**config.mk**
```make
export PLATFORM = sky130hd
export DESIGN_NAME = ml_cmd_decoder
export DESIGN_NICKNAME = d
export VERILOG_FILES = /design/src/rtl/ml_pkg.sv /design/src/rtl/ml_wr_slot.sv /design/src/rtl/ml_cmd_decoder.sv
export SDC_FILE = /design/constraint.sdc
export NUM_CORES = 1
export LEC_CHECK = 0
export ABC_AREA = 1
export BUFFER_PORTS_ARGS = -buffer_cell sky130_fd_sc_hd__clkbuf_2
export CORE_AREA = 2 2 66 115
export CTS_BUF_LIST = sky130_fd_sc_hd__clkbuf_16
export DETAILED_ROUTE_END_ITERATION = 7
export DIE_AREA = 0 0 68 117
export PLACE_DENSITY_LB_ADDON = 0.25
export SYNTH_ARGS = -nofsm -noshare
export SYNTH_HDL_FRONTEND = slang
export SYNTH_SLANG_ARGS = --single-unit
```
**constraint.sdc**
```tcl
create_clock -name clock -period 3.2 [get_ports clock]
set_input_delay 0.32 -clock clock [delete_from_list [all_inputs] [get_ports clock]]
set_output_delay 0.32 -clock clock [all_outputs]
set_load 0.02 [all_outputs]
```
**src/rtl/ml_pkg.sv**
```systemverilog
// rtl/ml_pkg.sv - shared opcodes, decoder states and word type for the ML command decoder
//
// Contents:
//   CMD_NOP / CMD_WRITE / CMD_RUN : command opcodes
//   ml_word_t                     : 16-bit memory word
//   ml_state_e                    : byte-parser state enumeration
package ml_pkg;

    localparam logic [7:0] CMD_NOP   = 8'h00;
    localparam logic [7:0] CMD_WRITE = 8'h21;
    localparam logic [7:0] CMD_RUN   = 8'h23;

    typedef logic [15:0] ml_word_t;

    typedef enum logic [3:0] {
        ST_IDLE,
        ST_OPC,
        ST_WA_HI,
        ST_WA_LO,
        ST_WD_HI,
        ST_WD_LO,
        ST_RA_HI,
        ST_RA_LO,
        ST_SKIP
    } ml_state_e;

endpackage

```
**src/rtl/ml_wr_slot.sv**
```systemverilog
// rtl/ml_wr_slot.sv - single-entry valid/ready holding register with overflow detect
//
// Ports:
//   i_clock, i_resetn : clock, asynchronous active-low reset
//   i_push            : a new word is offered this cycle
//   i_addr, i_data    : address/data of the offered word
//   i_ready           : downstream accepts the held word this cycle
//   o_valid           : a word is held
//   o_addr, o_data    : held word, stable until accepted
//   o_accept          : the offered word was taken into the slot
//   o_ovf             : the offered word was dropped (slot full and not draining)
module ml_wr_slot
    import ml_pkg::*;
#(
    parameter int AW = 16
) (
    input  logic          i_clock,
    input  logic          i_resetn,
    input  logic          i_push,
    input  logic [AW-1:0] i_addr,
    input  logic [15:0]   i_data,
    input  logic          i_ready,
    output logic          o_valid,
    output logic [AW-1:0] o_addr,
    output logic [15:0]   o_data,
    output logic          o_accept,
    output logic          o_ovf
);

    logic          r_valid;
    logic [AW-1:0] r_addr;
    ml_word_t      r_data;

    // A word draining this cycle frees the slot for a word arriving in the same cycle.
    assign o_accept = i_push && (!r_valid || i_ready);
    assign o_ovf    = i_push && r_valid && !i_ready;

    always_ff @(posedge i_clock or negedge i_resetn) begin
        if (!i_resetn) begin
            r_valid <= 1'b0;
            r_addr  <= '0;
            r_data  <= '0;
        end else if (o_accept) begin
            r_valid <= 1'b1;
            r_addr  <= i_addr;
            r_data  <= i_data;
        end else if (i_ready) begin
            r_valid <= 1'b0;
        end
    end

    assign o_valid = r_valid;
    assign o_addr  = r_addr;
    assign o_data  = r_data;

endmodule

```
**src/rtl/ml_cmd_decoder.sv**
```systemverilog
// rtl/ml_cmd_decoder.sv - QSPI byte-stream command decoder producing memory writes and run requests
//
// Optional feature: define MARLANN_ERRCNT_EN to add the err_count output
// (saturating count of error events, cleared with err by a NOP).
//
// Ports:
//   clock, resetn              : clock, asynchronous active-low reset
//   frame                      : chip-select active level, already synchronised
//   din_valid, din_data        : received byte strobe and value
//   mem_wr_valid/ready         : memory write handshake
//   mem_wr_addr, mem_wr_data   : word address and data of the pending write
//   run_start                  : one-cycle compute start pulse
//   run_addr                   : start address of the last accepted RUN
//   run_busy                   : compute engine busy
//   rdy                        : host may send the next frame
//   err                        : sticky error flag
//   err_count                  : saturating error event count (MARLANN_ERRCNT_EN only)
module ml_cmd_decoder
    import ml_pkg::*;
#(
    parameter int         MEM_AW    = 16,
    parameter logic [7:0] CMD_WRITE = ml_pkg::CMD_WRITE,
    parameter logic [7:0] CMD_RUN   = ml_pkg::CMD_RUN
) (
    input  logic              clock,
    input  logic              resetn,
    input  logic              frame,
    input  logic              din_valid,
    input  logic [7:0]        din_data,
    output logic              mem_wr_valid,
    input  logic              mem_wr_ready,
    output logic [MEM_AW-1:0] mem_wr_addr,
    output logic [15:0]       mem_wr_data,
    output logic              run_start,
    output logic [MEM_AW-1:0] run_addr,
    input  logic              run_busy,
    output logic              rdy,
    output logic              err
`ifdef MARLANN_ERRCNT_EN
    ,
    output logic [7:0]        err_count
`endif
);

    ml_state_e         r_state;
    logic              r_frame_d;
    logic [7:0]        r_hi;
    logic [MEM_AW-1:0] r_addr;
    logic [MEM_AW-1:0] r_run_addr;
    logic              r_run_start;
    logic              r_err;

    logic              w_byte;
    logic              w_rise;
    logic              w_fall;
    ml_word_t          w_word;
    logic              w_push;
    logic              w_accept;
    logic              w_ovf;
    logic              w_bad_opc;
    logic              w_trunc;
    logic              w_run_rej;
    logic              w_set_err;
    logic              w_clr_err;
    logic              w_slot_valid;
    logic [MEM_AW-1:0] w_slot_addr;
    ml_word_t          w_slot_data;

    assign w_byte = din_valid && frame;
    assign w_rise = frame && !r_frame_d;
    // The falling edge is seen one cycle after the last byte sampled with frame high,
    // so any byte at the end of the frame has already moved the state on.
    assign w_fall = !frame && r_frame_d;
    assign w_word = {r_hi, din_data};
    assign w_push = w_byte && (r_state == ST_WD_LO);

    assign w_bad_opc = w_byte && (r_state == ST_OPC) && (din_data != CMD_NOP) &&
                       (din_data != CMD_WRITE) && (din_data != CMD_RUN);
    assign w_trunc   = w_fall && (r_state inside {ST_WA_HI, ST_WA_LO, ST_WD_LO,
                                                  ST_RA_HI, ST_RA_LO});
    assign w_run_rej = w_byte && (r_state == ST_RA_LO) && run_busy;
    assign w_set_err = w_bad_opc || w_trunc || w_run_rej || w_ovf;
    assign w_clr_err = w_byte && (r_state == ST_OPC) && (din_data == CMD_NOP);

    ml_wr_slot #(
        .AW(MEM_AW)
    ) u_wr_slot (
        .i_clock  (clock),
        .i_resetn (resetn),
        .i_push   (w_push),
        .i_addr   (r_addr),
        .i_data   (w_word),
        .i_ready  (mem_wr_ready),
        .o_valid  (w_slot_valid),
        .o_addr   (w_slot_addr),
        .o_data   (w_slot_data),
        .o_accept (w_accept),
        .o_ovf    (w_ovf)
    );

    always_ff @(posedge clock or negedge resetn) begin
        if (!resetn) begin
            r_state     <= ST_IDLE;
            r_frame_d   <= 1'b0;
            r_hi        <= '0;
            r_addr      <= '0;
            r_run_addr  <= '0;
            r_run_start <= 1'b0;
        end else begin
            r_frame_d   <= frame;
            r_run_start <= 1'b0;
            if (w_fall) begin
                r_state <= ST_IDLE;
            end else begin
                case (r_state)
                    ST_IDLE: begin
                        if (w_rise) r_state <= ST_OPC;
                    end
                    ST_OPC: begin
                        if (w_byte) begin
                            if (din_data == CMD_WRITE)    r_state <= ST_WA_HI;
                            else if (din_data == CMD_RUN) r_state <= ST_RA_HI;
                            else                          r_state <= ST_SKIP;
                        end
                    end
                    ST_WA_HI: begin
                        if (w_byte) begin
                            r_hi    <= din_data;
                            r_state <= ST_WA_LO;
                        end
                    end
                    ST_WA_LO: begin
                        if (w_byte) begin
                            r_addr  <= w_word[MEM_AW-1:0];
                            r_state <= ST_WD_HI;
                        end
                    end
                    ST_WD_HI: begin
                        if (w_byte) begin
                            r_hi    <= din_data;
                            r_state <= ST_WD_LO;
                        end
                    end
                    ST_WD_LO: begin
                        if (w_byte) begin
                            // A dropped word does not consume an address.
                            if (w_accept) r_addr <= r_addr + MEM_AW'(1);
                            r_state <= ST_WD_HI;
                        end
                    end
                    ST_RA_HI: begin
                        if (w_byte) begin
                            r_hi    <= din_data;
                            r_state <= ST_RA_LO;
                        end
                    end
                    ST_RA_LO: begin
                        if (w_byte) begin
                            if (!run_busy) begin
                                r_run_addr  <= w_word[MEM_AW-1:0];
                                r_run_start <= 1'b1;
                            end
                            r_state <= ST_SKIP;
                        end
                    end
                    ST_SKIP: begin
                        r_state <= ST_SKIP;
                    end
                    default: begin
                        r_state <= ST_IDLE;
                    end
                endcase
            end
        end
    end

    always_ff @(posedge clock or negedge resetn) begin
        if (!resetn)        r_err <= 1'b0;
        else if (w_clr_err) r_err <= 1'b0;
        else if (w_set_err) r_err <= 1'b1;
    end

`ifdef MARLANN_ERRCNT_EN
    logic [7:0] r_err_cnt;

    always_ff @(posedge clock or negedge resetn) begin
        if (!resetn)
            r_err_cnt <= '0;
        else if (w_clr_err)
            r_err_cnt <= '0;
        else if (w_set_err && (r_err_cnt != 8'hFF))
            r_err_cnt <= r_err_cnt + 8'd1;
    end

    assign err_count = r_err_cnt;
`endif

    assign mem_wr_valid = w_slot_valid;
    assign mem_wr_addr  = w_slot_addr;
    assign mem_wr_data  = w_slot_data;
    assign run_start    = r_run_start;
    assign run_addr     = r_run_addr;
    assign err          = r_err;
    assign rdy          = !w_slot_valid && !run_busy &&
                          ((r_state == ST_IDLE) || (r_state == ST_SKIP));

endmodule
```
==> results.md <==
- Crit-path max cell delay: between 0.8 and 0.9 ns
- Die height: 117 µm
- Outcome: finished clean
- Placed inst area: 0.00414 mm²
- Total power draw: between 0.002 and 0.003 W
- Hpwl dp: between 6 and 7 mm
- Reg clk slew, reported paths: about 0.06 ns
- CP Class: reg2reg
- Slew HR: 33.9%
- Startpoint Class: register
- Area Growth Syn to Fin: 15.9%
- Avg Synthesized Cell Area: between 7 and 8 µm²
- Detailed Route WL: ~8.8 mm
- Htree depth: 3
- Setup Buffers After CTS: 0
- CP Max Fanout: 25
- Vias per cell: between 5 and 6
- Drt wl/cell: approximately 14 µm
- Crit-path cells: inv_2, nand2_2, nor2_4, nand3_2, a21oi_2, nand2_1, o21ai_1
- Leakage: around 2.3 nW
- Post-route clock period utilization: 70.0%
- Max stage delay cell, worst path: a21oi_2
- Most frequent cells in the layout: nand2_1, dfrtp_1, clkbuf_2
- Grt total ovfl: 0
- Final setup TNS: 0 ns
- CTS tree: done
- Number of global-route vias before repair: 3071
- # diodes: 0
- Pins Over Slew Limit: 0
- Pwr Density: between 600 and 700 mW/mm²
- Max IR drop VDD: roughly 0.48 mV
- FILL cells: 639
- Slew @ Worst Pin: ~0.99 ns
- RSZ-0062 raised after global routing: false
- Clock Path Buffers: 2
- RePlAce Congestion: 0.950
- Final period demand of the worst path: 2.24 ns
- Fmax: 446 MHz
- Reg area: between 0.002 and 0.0025 mm²
- Post-cts resize count: 0
- Post-synth top area share: between 50% and 60%
- Worst setup EP type: register
- First-pass GRT wire length: 14.3 mm
- Drt first-iter violations: 243
- Worst Clk Skew: 0.00559 ns
- Port Buf Inserts: between 60 and 70
- Core area: 0.00708 mm²
- Drt first pass iters: 5
- Count of clock tree sinks: 80
- Post-synth EDFFs: 0
- Final Hold Vio Count: 0
- Root Driver: clkbuf_16
- Die X: approximately 70 µm
- Detail Route Antenna Nets: 0
- Synth Warn #: 0
- Synthesized area: approximately 0.0038 mm²
- WP data required: 3.46 ns
- Initial Utilization: a little over half
- Gate Count Post-Synth: approximately 480
- Synth Flop Type: dfrtp_1
- Antenna violations before repair: 0
- Clk Latency, worst-skew pair: between 0.3 and 0.4 ns
- # rows: a little over 40
- Cts hold-fix bufs: 0
- Cell accounting for the most synthesized area: dfrtp_1
- CTS Buf Count: 9
- MaxCap Viol Count: 0
- Seq cells post-synth: 80
- Sequential share of the synthesized area: a little over half
- Vias: ~3400
- Fin nets: between 500 and 600
- Die area: 0.00796 mm²
- Endpoints failing setup: 0
- Arr. time, crit path: 2.50 ns
- Leading cell type in the layout, fill and taps excluded: nand2_1
- Synth area leaders: dfrtp_1, nand2_1, o21ai_1, inv_1, nand3_1
- Async SR Flop Fraction: 100%
- Multi-input logic area: 0.00150 mm²
- # IOs: 66
- Synth unique cells: 29
- Min-Delay Path Class: in2async
- Total track usage: between 20 and 25%
- Largest net degree at the start of global routing: a little over 80
- Number of remaining DRC errors: 0
- Share of post-route cells with drive strength above 1: around 17%
- Syn nets: 498
- Final Cell Area: approximately 0.0044 mm²
## cell usage after synthesis (2+ instances only)
cell     count
nand2_1    157
dfrtp_1     80
inv_1       47
o21ai_1     42
nor2_1      38
nand3_1     35
o21ai_0     34
buf_2        9
nand4_1      9
a21oi_1      3
buf_4        3
buf_6        3
inv_2        3
ha_1         2
nand2_2      2
nor3_1       2
## metal layers
layer / global-route usage [%] / vias up / routed length, µm
met3: 4.97 / 27 / 354
met2: 39.8 / 103 / 4560
met1: 30.3 / 1575 / 3500
met5: 0 / - / 0
li1: - / 1672 / -
met4: 13.1 / 0 / 342
## per-stage QoR
stage                     util [%]  std cells  hold slack, ns  worst slack [ns]
after floorplan                  -        482          0.0244              1.72
after global placement        58.4        618           0.457              1.08
after detailed placement      58.4        618           0.463              1.01
after CTS                     62.1        633           0.109              1.00
after global routing          62.1        633           0.127             0.737
final                         62.1        633           0.118             0.959
## report_power, final
part	switching, W	internal [W]	leakage (nW)
clock	0.000390	0.000517	0.129
combinational	0.000487	0.000188	1.07
sequential	0.0000777	0.00109	1.07
## cell families after synthesis
group / Yosys count / share of synthesized area, %
fa+ha+maj: 2 / 0.659
compound gates: 83 / 11.2
buf+inv: 67 / 7.84
simple gates: 250 / 27.6
flops: 80 / 52.7
## cell type report
class | count | share of cell area [%]
Tap cell | 86 | 2.45
Multi-Input combinational cell | 335 | 34.0
Timing Repair Buffer | 67 | 7.79
Sequential cell | 80 | 45.5
Clock inverter | 6 | 0.853
Clock buffer | 9 | 5.12
Inverter | 50 | 4.27
## final timing paths
check	cells after the start	slack, ns	to	startpoint
min	1	0.12	u_wr_slot.o_data[5]	resetn
max	7	0.96	r_addr[3]	r_state[3]
max reg2reg	7	0.96	r_addr[3]	r_state[3]
min reg2reg	2	0.48	u_wr_slot.o_addr[7]	u_wr_slot.o_addr[7]
max in group asynchronous	1	2.41	u_wr_slot.o_data[12]	resetn
min in group clock	1	0.12	r_frame_d	frame
## critical path, delay by kind of cell (launching register included)
| kind | cells | cell delay (ns) |
|---|---|---|
| compound gates | 2 | 0.95 |
| simple gates | 4 | 0.70 |
| flops | 1 | 0.42 |
| buf+inv | 1 | 0.09 |
## state kept, by name, indices dropped and copies added (netlist names)
register	cells
u_wr_slot.o_valid	1
u_wr_slot.o_addr	16
run_addr	16
u_wr_slot.o_data	16
r_state	4
r_addr	16
r_hi	8
r_frame_d	1
err	1
run_start	1
Note: power is estimated with default switching activity, not from simulation.
